### src/rtl/hazard_ctrl.sv
// hazard_ctrl: pipeline sequencing controller for the five-stage RISC-V core.
// It resolves load-use hazards, taken-branch wrong-path squashes and
// multi-cycle execute holds by driving the PC, IF/ID and ID/EX stall and flush
// controls.
// Optional feature macro: HAZARD_CTRL_PERF_EN enables the saturating stall and
// flush performance counters. When it is undefined, both counter ports read 0.
module hazard_ctrl #(
   parameter int INDEX        = 5,
   parameter int REDIRECT_CYC = 1,
   parameter int MC_MAX_CYC   = 64,
   parameter int CNT_W        = 32
) (
   input  logic             clk_in,
   input  logic             rst_in,
   input  logic [INDEX-1:0] id_rs1_in,
   input  logic [INDEX-1:0] id_rs2_in,
   input  logic             id_use_rs1_in,
   input  logic             id_use_rs2_in,
   input  logic [INDEX-1:0] ex_rd_in,
   input  logic             ex_mem_read_in,
   input  logic             ex_branch_taken_in,
   input  logic             ex_mc_start_in,
   input  logic             ex_mc_done_in,
   output logic             pc_stall_out,
   output logic             ifid_stall_out,
   output logic             ifid_flush_out,
   output logic             idex_stall_out,
   output logic             idex_flush_out,
   output logic [1:0]       state_out,
   output logic             mc_timeout_out,
   output logic [CNT_W-1:0] stall_cnt_out,
   output logic [CNT_W-1:0] flush_cnt_out
);

   localparam logic [1:0] ST_RUN        = 2'd0;
   localparam logic [1:0] ST_LOAD_STALL = 2'd1;
   localparam logic [1:0] ST_MC_WAIT    = 2'd2;
   localparam logic [1:0] ST_REDIRECT   = 2'd3;

   localparam logic [2:0] REDIR_INIT = 3'(REDIRECT_CYC);
   localparam logic [7:0] WDOG_MAX   = 8'(MC_MAX_CYC);

   logic [1:0] state_reg, state_next;
   logic [2:0] rcnt_reg, rcnt_next;
   logic [7:0] wdog_reg, wdog_next;
   logic       tmo_reg, tmo_next;

   // Raw requests before conflict resolution and reset gating
   logic pc_stall, ifid_stall, ifid_flush, idex_stall, idex_flush;
   logic lu_haz;

   // Load-use: a load in execute writes a register the decode instruction reads
   always_comb begin
      lu_haz = ex_mem_read_in && (ex_rd_in != '0) &&
               ((id_use_rs1_in && (id_rs1_in == ex_rd_in)) ||
                (id_use_rs2_in && (id_rs2_in == ex_rd_in)));
   end

   // Next-state and control decode; RUN, LOAD_STALL and REDIRECT share the event rules
   always_comb begin
      state_next = state_reg;
      rcnt_next  = rcnt_reg;
      wdog_next  = wdog_reg;
      tmo_next   = tmo_reg;
      pc_stall   = 1'b0;
      ifid_stall = 1'b0;
      ifid_flush = 1'b0;
      idex_stall = 1'b0;
      idex_flush = 1'b0;
      case (state_reg)
         ST_MC_WAIT: begin
            if (ex_mc_done_in) begin
               state_next = ST_RUN;
            end else if (wdog_reg >= WDOG_MAX) begin
               // Unit never answered: release the pipe and flag it permanently
               tmo_next   = 1'b1;
               state_next = ST_RUN;
            end else begin
               pc_stall   = 1'b1;
               ifid_stall = 1'b1;
               idex_stall = 1'b1;
               wdog_next  = wdog_reg + 8'd1;
            end
         end
         default: begin
            // Baseline with no event: REDIRECT keeps squashing until the count runs out
            if (state_reg == ST_REDIRECT) begin
               ifid_flush = 1'b1;
               if (rcnt_reg <= 3'd1) begin
                  state_next = ST_RUN;
               end else begin
                  rcnt_next  = rcnt_reg - 3'd1;
                  state_next = ST_REDIRECT;
               end
            end else begin
               state_next = ST_RUN;
            end

            if (ex_branch_taken_in) begin
               ifid_flush = 1'b1;
               idex_flush = 1'b1;
               rcnt_next  = REDIR_INIT;
               state_next = ST_REDIRECT;
            end else if (ex_mc_start_in) begin
               // A result arriving in the same cycle needs no hold at all
               if (!ex_mc_done_in) begin
                  pc_stall   = 1'b1;
                  ifid_stall = 1'b1;
                  idex_stall = 1'b1;
                  wdog_next  = 8'd0;
                  state_next = ST_MC_WAIT;
               end
            end else if (lu_haz) begin
               pc_stall   = 1'b1;
               ifid_stall = 1'b1;
               idex_flush = 1'b1;
               state_next = ST_LOAD_STALL;
            end
         end
      endcase
   end

   // Flush dominates stall per register; reset forces every control low
   always_comb begin
      pc_stall_out   = pc_stall & rst_in;
      ifid_flush_out = ifid_flush & rst_in;
      ifid_stall_out = ifid_stall & ~ifid_flush & rst_in;
      idex_flush_out = idex_flush & rst_in;
      idex_stall_out = idex_stall & ~idex_flush & rst_in;
      state_out      = state_reg;
      mc_timeout_out = tmo_reg;
   end

   // FSM, redirect counter, watchdog and sticky timeout flag
   always_ff @(posedge clk_in or negedge rst_in) begin
      if (!rst_in) begin
         state_reg <= ST_RUN;
         rcnt_reg  <= 3'd0;
         wdog_reg  <= 8'd0;
         tmo_reg   <= 1'b0;
      end else begin
         state_reg <= state_next;
         rcnt_reg  <= rcnt_next;
         wdog_reg  <= wdog_next;
         tmo_reg   <= tmo_next;
      end
   end

`ifdef HAZARD_CTRL_PERF_EN
   logic [CNT_W-1:0] stall_cnt_reg;
   logic [CNT_W-1:0] flush_cnt_reg;

   // Saturating counts of PC-stall cycles and ID/EX bubble cycles
   always_ff @(posedge clk_in or negedge rst_in) begin
      if (!rst_in) begin
         stall_cnt_reg <= '0;
         flush_cnt_reg <= '0;
      end else begin
         if (pc_stall_out && (stall_cnt_reg != '1))
            stall_cnt_reg <= stall_cnt_reg + CNT_W'(1);
         if (idex_flush_out && (flush_cnt_reg != '1))
            flush_cnt_reg <= flush_cnt_reg + CNT_W'(1);
      end
   end

   assign stall_cnt_out = stall_cnt_reg;
   assign flush_cnt_out = flush_cnt_reg;
`else
   assign stall_cnt_out = '0;
   assign flush_cnt_out = '0;
`endif

endmodule

### config.mk
export PLATFORM = sky130hd
export DESIGN_NAME = hazard_ctrl
export DESIGN_NICKNAME = d
export VERILOG_FILES = /design/src/rtl/hazard_ctrl.sv
export SDC_FILE = /design/constraint.sdc
export NUM_CORES = 1
export LEC_CHECK = 0
export CAP_MARGIN = 10
export CELL_PAD_IN_SITES_DETAIL_PLACEMENT = 1
export CELL_PAD_IN_SITES_GLOBAL_PLACEMENT = 1
export CORE_MARGIN = 3
export CORE_UTILIZATION = 27
export CTS_BUF_LIST = sky130_fd_sc_hd__clkbuf_16
export DETAILED_ROUTE_END_ITERATION = 6
export PLACE_DENSITY = 0.83
export SLEW_MARGIN = 20
export SYNTH_ARGS = -nofsm -noshare
export SYNTH_HDL_FRONTEND = slang
export SYNTH_SLANG_ARGS = --single-unit
export TNS_END_PERCENT = 50
### constraint.sdc
create_clock -name clk_in -period 3.7 [get_ports clk_in]
set_clock_uncertainty 0.15 [all_clocks]
set_input_delay 0.37 -clock clk_in [delete_from_list [all_inputs] [get_ports clk_in]]
set_output_delay 0.37 -clock clk_in [all_outputs]
set_load 0.1 [all_outputs]
==> impl_metrics.py, run 1 <==
metrics = {
    "timing": {
        "tightest_slew_ps": 981,
        "whs_ps": 319,
        "hold_viol_final": 0,
        "tns_ps": 0,
        "rsz0062_at_grt": "false",
        "min_period_over_period": 0.756,
        "slew_violations": 0,
        "slew-limit-headroom": 0.344,
        "fmax_mhz": 357,
        "min_period_ps": 2800,
        "setup_violations": 0,
    },
    "clock_network": {
        "cts_tree": "done",
        "cts_resized": 0,
        "cts_setup_buffers": 0,
        "cts_num_sinks": 14,
        "htreeDepth": 1,
        "numCtsBuffers": 3,
        "hold_buffers": 0,
        "cts.path.max_buffers": 2,
        "clk_latency_ps": 250,
        "root_buffer": "clkbuf_16",
        "clkTransAtPathRegs_ps": 50,
    },
    "pwr": {
        "comb_power_share": 0.592,
        "netSwitchingPower_uw": 619,
        "p_int_uw": 424,
        "ir_drop_mv": 0.196,
        "pwr_density_cell_nw_per_um2": 625,
        "p_leak_uw": 0.000780,
        "clockPowerShare": 0.200,
        "swShare": 0.594,
        "power_frac_seq": 0.208,
    },
    "run": {
        "maxCapViolations": 0,
    },
    "logic_synthesis": {
        "synth_commonest_cells": "buf_4, dfrtp_1, xor2_1",
        "yosysSeqAreaShare": 0.238,
        "synth.most_common_cell": "buf_4",
        "synth-edff-count": 0,
        "yosysTopAreaCell": "buf_4",
        "yosysWarningCount": 0,
        "async_flop_share": 1.00,
        "syn_inst": 175,
        "netlist-cell-type-count": 40,
        "yosys_most_used_dff": "dfrtp_1",
        "synth_top_area_frac": 0.326,
        "synth.avg_cell_area_sq_um": 8.42,
        "synth_seq_cells": 14,
        "synth_area_sq_um": 1470,
        "ys_top_cells_by_area": "buf_4, dfrtp_1, xor2_1",
    },
    "place": {
        "dp_hpwl_mm": 2.76,
        "place_inst": 272,
        "gp_congestion": 0.789,
        "port_buffers": 30,
        "postPlaceCellArea_sq_um": 1590,
    },
    "worst_setup_path": {
        "cp-end-kind": "output port",
        "cp.required_ps": 3180,
        "path_max_fanout": 12,
        "cp.arrival_ps": 2280,
        "r2r_cells": 4,
        "crit_type": "reg2out",
        "start_kind": "flop",
    },
    "routing": {
        "drc": 0,
        "drt_first_pass_iters": 4,
        "via_per_inst": 4.05,
        "vias": 1118,
        "drtIter0Drc": 46,
        "wl_mm": 3.34,
        "wl_per_cell_um": 12.1,
        "ant_nets": 0,
    },
    "finish": {
        "n_antenna_cell": 0,
        "drive_gt1_frac": 0.0583,
        "fin_cells": 276,
        "multi_input_area_sq_um": 833,
        "stdcell_area_sq_um": 1670,
        "syn_to_final_growth_pct": 13.3,
        "fillers": 670,
        "final_nets": 233,
        "post-route-util": 0.320,
        "regArea_sq_um": 350,
        "largest_reg_flops": 8,
    },
    "floorplanning": {
        "die_w_um": 79.9,
        "pin_count": 95,
        "row_count": 26,
        "die_y_um": 79.9,
        "start_util": 0.283,
        "core-area_sq_um": 5200,
        "die_area_sq_um": 6380,
    },
    "global_route": {
        "track_usage": 0.105,
        "grt_max_degree": 22,
        "grt_pass1_wl_mm": 5.23,
        "antenna_found_initial": 0,
        "grt_pass1_vias": 1064,
        "overflow": 0,
    },
    "status": {
        "status": "finished clean",
    },
    "worst_hold_path": {
        "worstHoldPathType": "in2async",
    },
}
-- layout by cell type, fill, tap and decap left out, types with 3 or more instances in the layout --
cell             synthesis  layout
conb_1                   1      64
clkdlybuf4s50_1          0      25
dfrtp_1                 14      14
xor2_1                   9       9
nand3_1                  8       8
buf_4                   64       7
o21ai_0                  7       6
a21oi_1                  6       6
nand2_1                  6       6
nor2_1                   5       5
inv_1                    4       4
nor2b_1                  4       4
o31ai_1                  4       4
nor4_1                   3       3
and2_1                   3       3
or4_1                    3       3
ha_1                     3       3
clkbuf_16                0       3
-- cell families (layout without fill, tap and decap cells) --
family          after synthesis  in the layout  share of synthesized area
mux                           2              2                     0.0136
fa+ha+maj                     3              3                     0.0255
compound gates               27             27                      0.122
flops                        14             14                      0.238
buf+inv                      72             40                      0.357
simple gates                 45             45                      0.176
other cells                   1             64                    0.00255
xor+xnor                     11             11                     0.0654
-- layer usage --
layer / up-vias / part of all wire / wire length [um] / global-route usage
met3: 5 / 0.069 / 229 / 0.0192
met1: 527 / 0.43 / 1430 / 0.137
li1: 533 / - / - / -
met2: 53 / 0.48 / 1610 / 0.170
met4: 0 / 0.019 / 64 / 0.0456
met5: - / 0 / 0 / 0
-- worst max-delay path: stages (launching register included) --
cell and delay (ps):
dfrtp_1 420, nand2b_1 310, mux2i_1 720, nor2_1 150
and2_1 200, buf_4 230
-- power groups by stage --
stage	clock network, uW	registers [uW]	logic [uW]
2_1_floorplan	0	268	536
3_3_place_gp	0	217	609
3_5_place_dp	0	219	614
4_1_cts	212	216	617
5_1_grt	223	224	645
6_report	209	217	618
-- layout make-up --
type / instances / share of cell area
Clock buffer: 3 / 0.0450
Clock inverter: 1 / 0.00225
Inverter: 4 / 0.00900
Multi-Input combinational cell: 152 / 0.500
Sequential cell: 14 / 0.210
Tap cell: 70 / 0.0525
Timing Repair Buffer: 32 / 0.182
-- worst paths after layout --
path | start | end | slack, ps
worst min-delay path | rst_in | wdog_reg[4]$_DFFE_PN0P_ | 320
worst max register to register | state_out[0]$_DFFE_PN0P_ | wdog_reg[4]$_DFFE_PN0P_ | 1660
worst min register to register | mc_timeout_out$_DFFE_PN0P_ | mc_timeout_out$_DFFE_PN0P_ | 350
min in group clk_in | mc_timeout_out$_DFFE_PN0P_ | mc_timeout_out$_DFFE_PN0P_ | 350
max in group asynchronous | rst_in | wdog_reg[2]$_DFFE_PN0P_ | 2870
worst max-delay path | state_out[0]$_DFFE_PN0P_ | idex_stall_out | 900
-- through the flow --
step | setup WS, ps | power, uW
after floorplan | -302 | 804
after global placement | 966 | 826
after detailed placement | 954 | 833
after CTS | 891 | 1050
after global routing | 699 | 1090
final | 902 | 1040
Note: power is estimated with default switching activity, not from simulation.
==> inputs of run 2 (changes only) <==
CORE_UTILIZATION = 23   (was 27)
PLACE_DENSITY = 0.75   (was 0.83)
clock period = 2.4 ns   (was 3.7 ns; I/O delays follow)
==> impl_metrics.py, run 2 (synthesized netlist as in run 1, its figures left out) <==
metrics = {
    "status": {
        "status": "finished clean",
    },
    "clock_network": {
        "numCtsBuffers": 3,
        "cts.path.max_buffers": 2,
        "htreeDepth": 1,
        "clk_latency_ps": 240,
        "cts_tree": "done",
        "root_buffer": "clkbuf_16",
        "cts_num_sinks": 14,
        "cts_setup_buffers": 0,
        "clkTransAtPathRegs_ps": 50,
    },
    "floorplanning": {
        "die_y_um": 86.0,
        "core-area_sq_um": 6060,
        "pin_count": 95,
        "start_util": 0.243,
        "die_area_sq_um": 7400,
        "row_count": 28,
        "die_w_um": 86.0,
    },
    "routing": {
        "vias": 1138,
        "via_per_inst": 3.97,
        "wl_mm": 3.34,
        "wl_per_cell_um": 11.7,
        "drc": 0,
        "drtIter0Drc": 43,
        "drt_first_pass_iters": 4,
        "ant_nets": 0,
    },
    "pwr": {
        "swShare": 0.572,
        "p_int_uw": 722,
        "netSwitchingPower_uw": 965,
        "ir_drop_mv": 0.674,
        "comb_power_share": 0.613,
        "power_frac_seq": 0.200,
        "p_leak_uw": 0.000850,
        "pwr_density_cell_nw_per_um2": 925,
        "clockPowerShare": 0.187,
    },
    "finish": {
        "final_nets": 239,
        "syn_to_final_growth_pct": 23.8,
        "post-route-util": 0.301,
        "largest_reg_flops": 8,
        "final_cell_mix": "conb_1, clkdlybuf4s50_1, dfrtp_1",
        "final_common_cell": "conb_1",
        "n_antenna_cell": 0,
        "fillers": 730,
        "drive_gt1_frac": 0.137,
    },
    "place": {
        "gp_congestion": 0.800,
        "port_buffers": 30,
        "dp_hpwl_mm": 2.86,
    },
    "worst_setup_path": {
        "start_kind": "input pin",
        "cp-startpoint": "ex_rd_in[1]",
        "path_max_fanout": 5,
        "r2r_start": "state_out[0]$_DFFE_PN0P_",
        "crit_type": "in2out",
        "cp.required_ps": 2010,
        "cp.arrival_ps": 1880,
        "cp-end-kind": "output port",
    },
    "timing": {
        "rsz0062_at_grt": "false",
        "slew_violations": 0,
        "setup_violations": 0,
        "min_period_ps": 2270,
        "min_period_over_period": 0.945,
        "hold_viol_final": 0,
        "tns_ps": 0,
        "fmax_mhz": 441,
    },
    "global_route": {
        "grt_pass1_vias": 1080,
        "antenna_found_initial": 0,
        "grt_max_degree": 16,
        "grt_pass1_wl_mm": 5.09,
        "track_usage": 0.0853,
        "overflow": 0,
    },
    "run": {
        "maxCapViolations": 0,
    },
    "worst_hold_path": {
        "worstHoldPathType": "in2async",
    },
}
[run 2: cell types whose count changed in the layout (fill, tap and decap cells not counted), sizes merged]
| cell | delta |
|---|---|
| dlymetal6s2s | +1 |
| clkinv | -1 |
| clkdlybuf4s50 | -4 |
| inv | +1 |
| buf | +9 |
[run 2: power groups by stage]
stage                     Combinational, uW  Sequential (uW)  Clock, uW
after CTS                              1040              336        320
final                                  1030              337        315
after global routing                   1080              344        334
after detailed placement               1030              340          0
after floorplan                         841              416          0
after global placement                 1030              336          0
[run 2: worst max-delay path, stage by stage]
cell and delay [ps]:
clkdlybuf4s50_1 480, xor2_1 200, nor4_2 270, a32oi_1 130, buf_4 180, o21ai_2 180
buf_12 190
[run 2: final cells by class]
class	instances	area, sq um	area share
clock buffers	3	75.1	0.0412
repair buffers	38	405	0.222
clock inverters	1	3.75	0.00206
well taps	75	93.8	0.0515
flip-flops and latches	14	353	0.194
inverters	4	15.0	0.00824
multi-input cells	152	877	0.481
[run 2: layer usage]
| layer | vias up | share of wire | GRT usage |
|---|---|---|---|
| met5 | - | 0 | 0 |
| met4 | 0 | 0.023 | 0.0388 |
| met3 | 8 | 0.054 | 0.0125 |
| met2 | 49 | 0.53 | 0.155 |
| met1 | 537 | 0.40 | 0.0974 |
| li1 | 544 | - | - |
[run 2: metrics by stage]
| stage | setup slack, ps | total power [uW] | area [sq um] | hold slack, ps | cells |
|---|---|---|---|---|---|
| floorplan | 23.9 | 1260 | 1750 | -206 | 238 |
| global placement | 125 | 1360 | 1740 | 304 | 283 |
| detailed placement | 78.3 | 1370 | 1740 | 306 | 283 |
| CTS | 79.1 | 1690 | 1810 | 225 | 287 |
| global route | 9.65 | 1760 | 1820 | 244 | 287 |
| finish | 132 | 1690 | 1820 | 207 | 287 |
[run 2: path summary, 6_finish.rpt]
| check | to | slack, ps | cells past startpoint |
|---|---|---|---|
| hold reg to reg | mc_timeout_out$_DFFE_PN0P_ | 320 | 1 |
| hold / removal | rcnt_reg[2]$_DFFE_PN0P_ | 210 | 2 |
| setup / recovery | idex_flush_out | 130 | 7 |
| setup reg to reg | wdog_reg[5]$_DFFE_PN0P_ | 560 | 5 |
| min in group clk_in | mc_timeout_out$_DFFE_PN0P_ | 320 | 1 |
| max in group asynchronous | wdog_reg[6]$_DFFE_PN0P_ | 1570 | 3 |
[run 2: timing repair]
| action | CTS | global route |
|---|---|---|
| resized for setup | 0 | 2 |
| endpoints found under the setup margin | 0 | 1 |
| hold buffers | 0 | 0 |
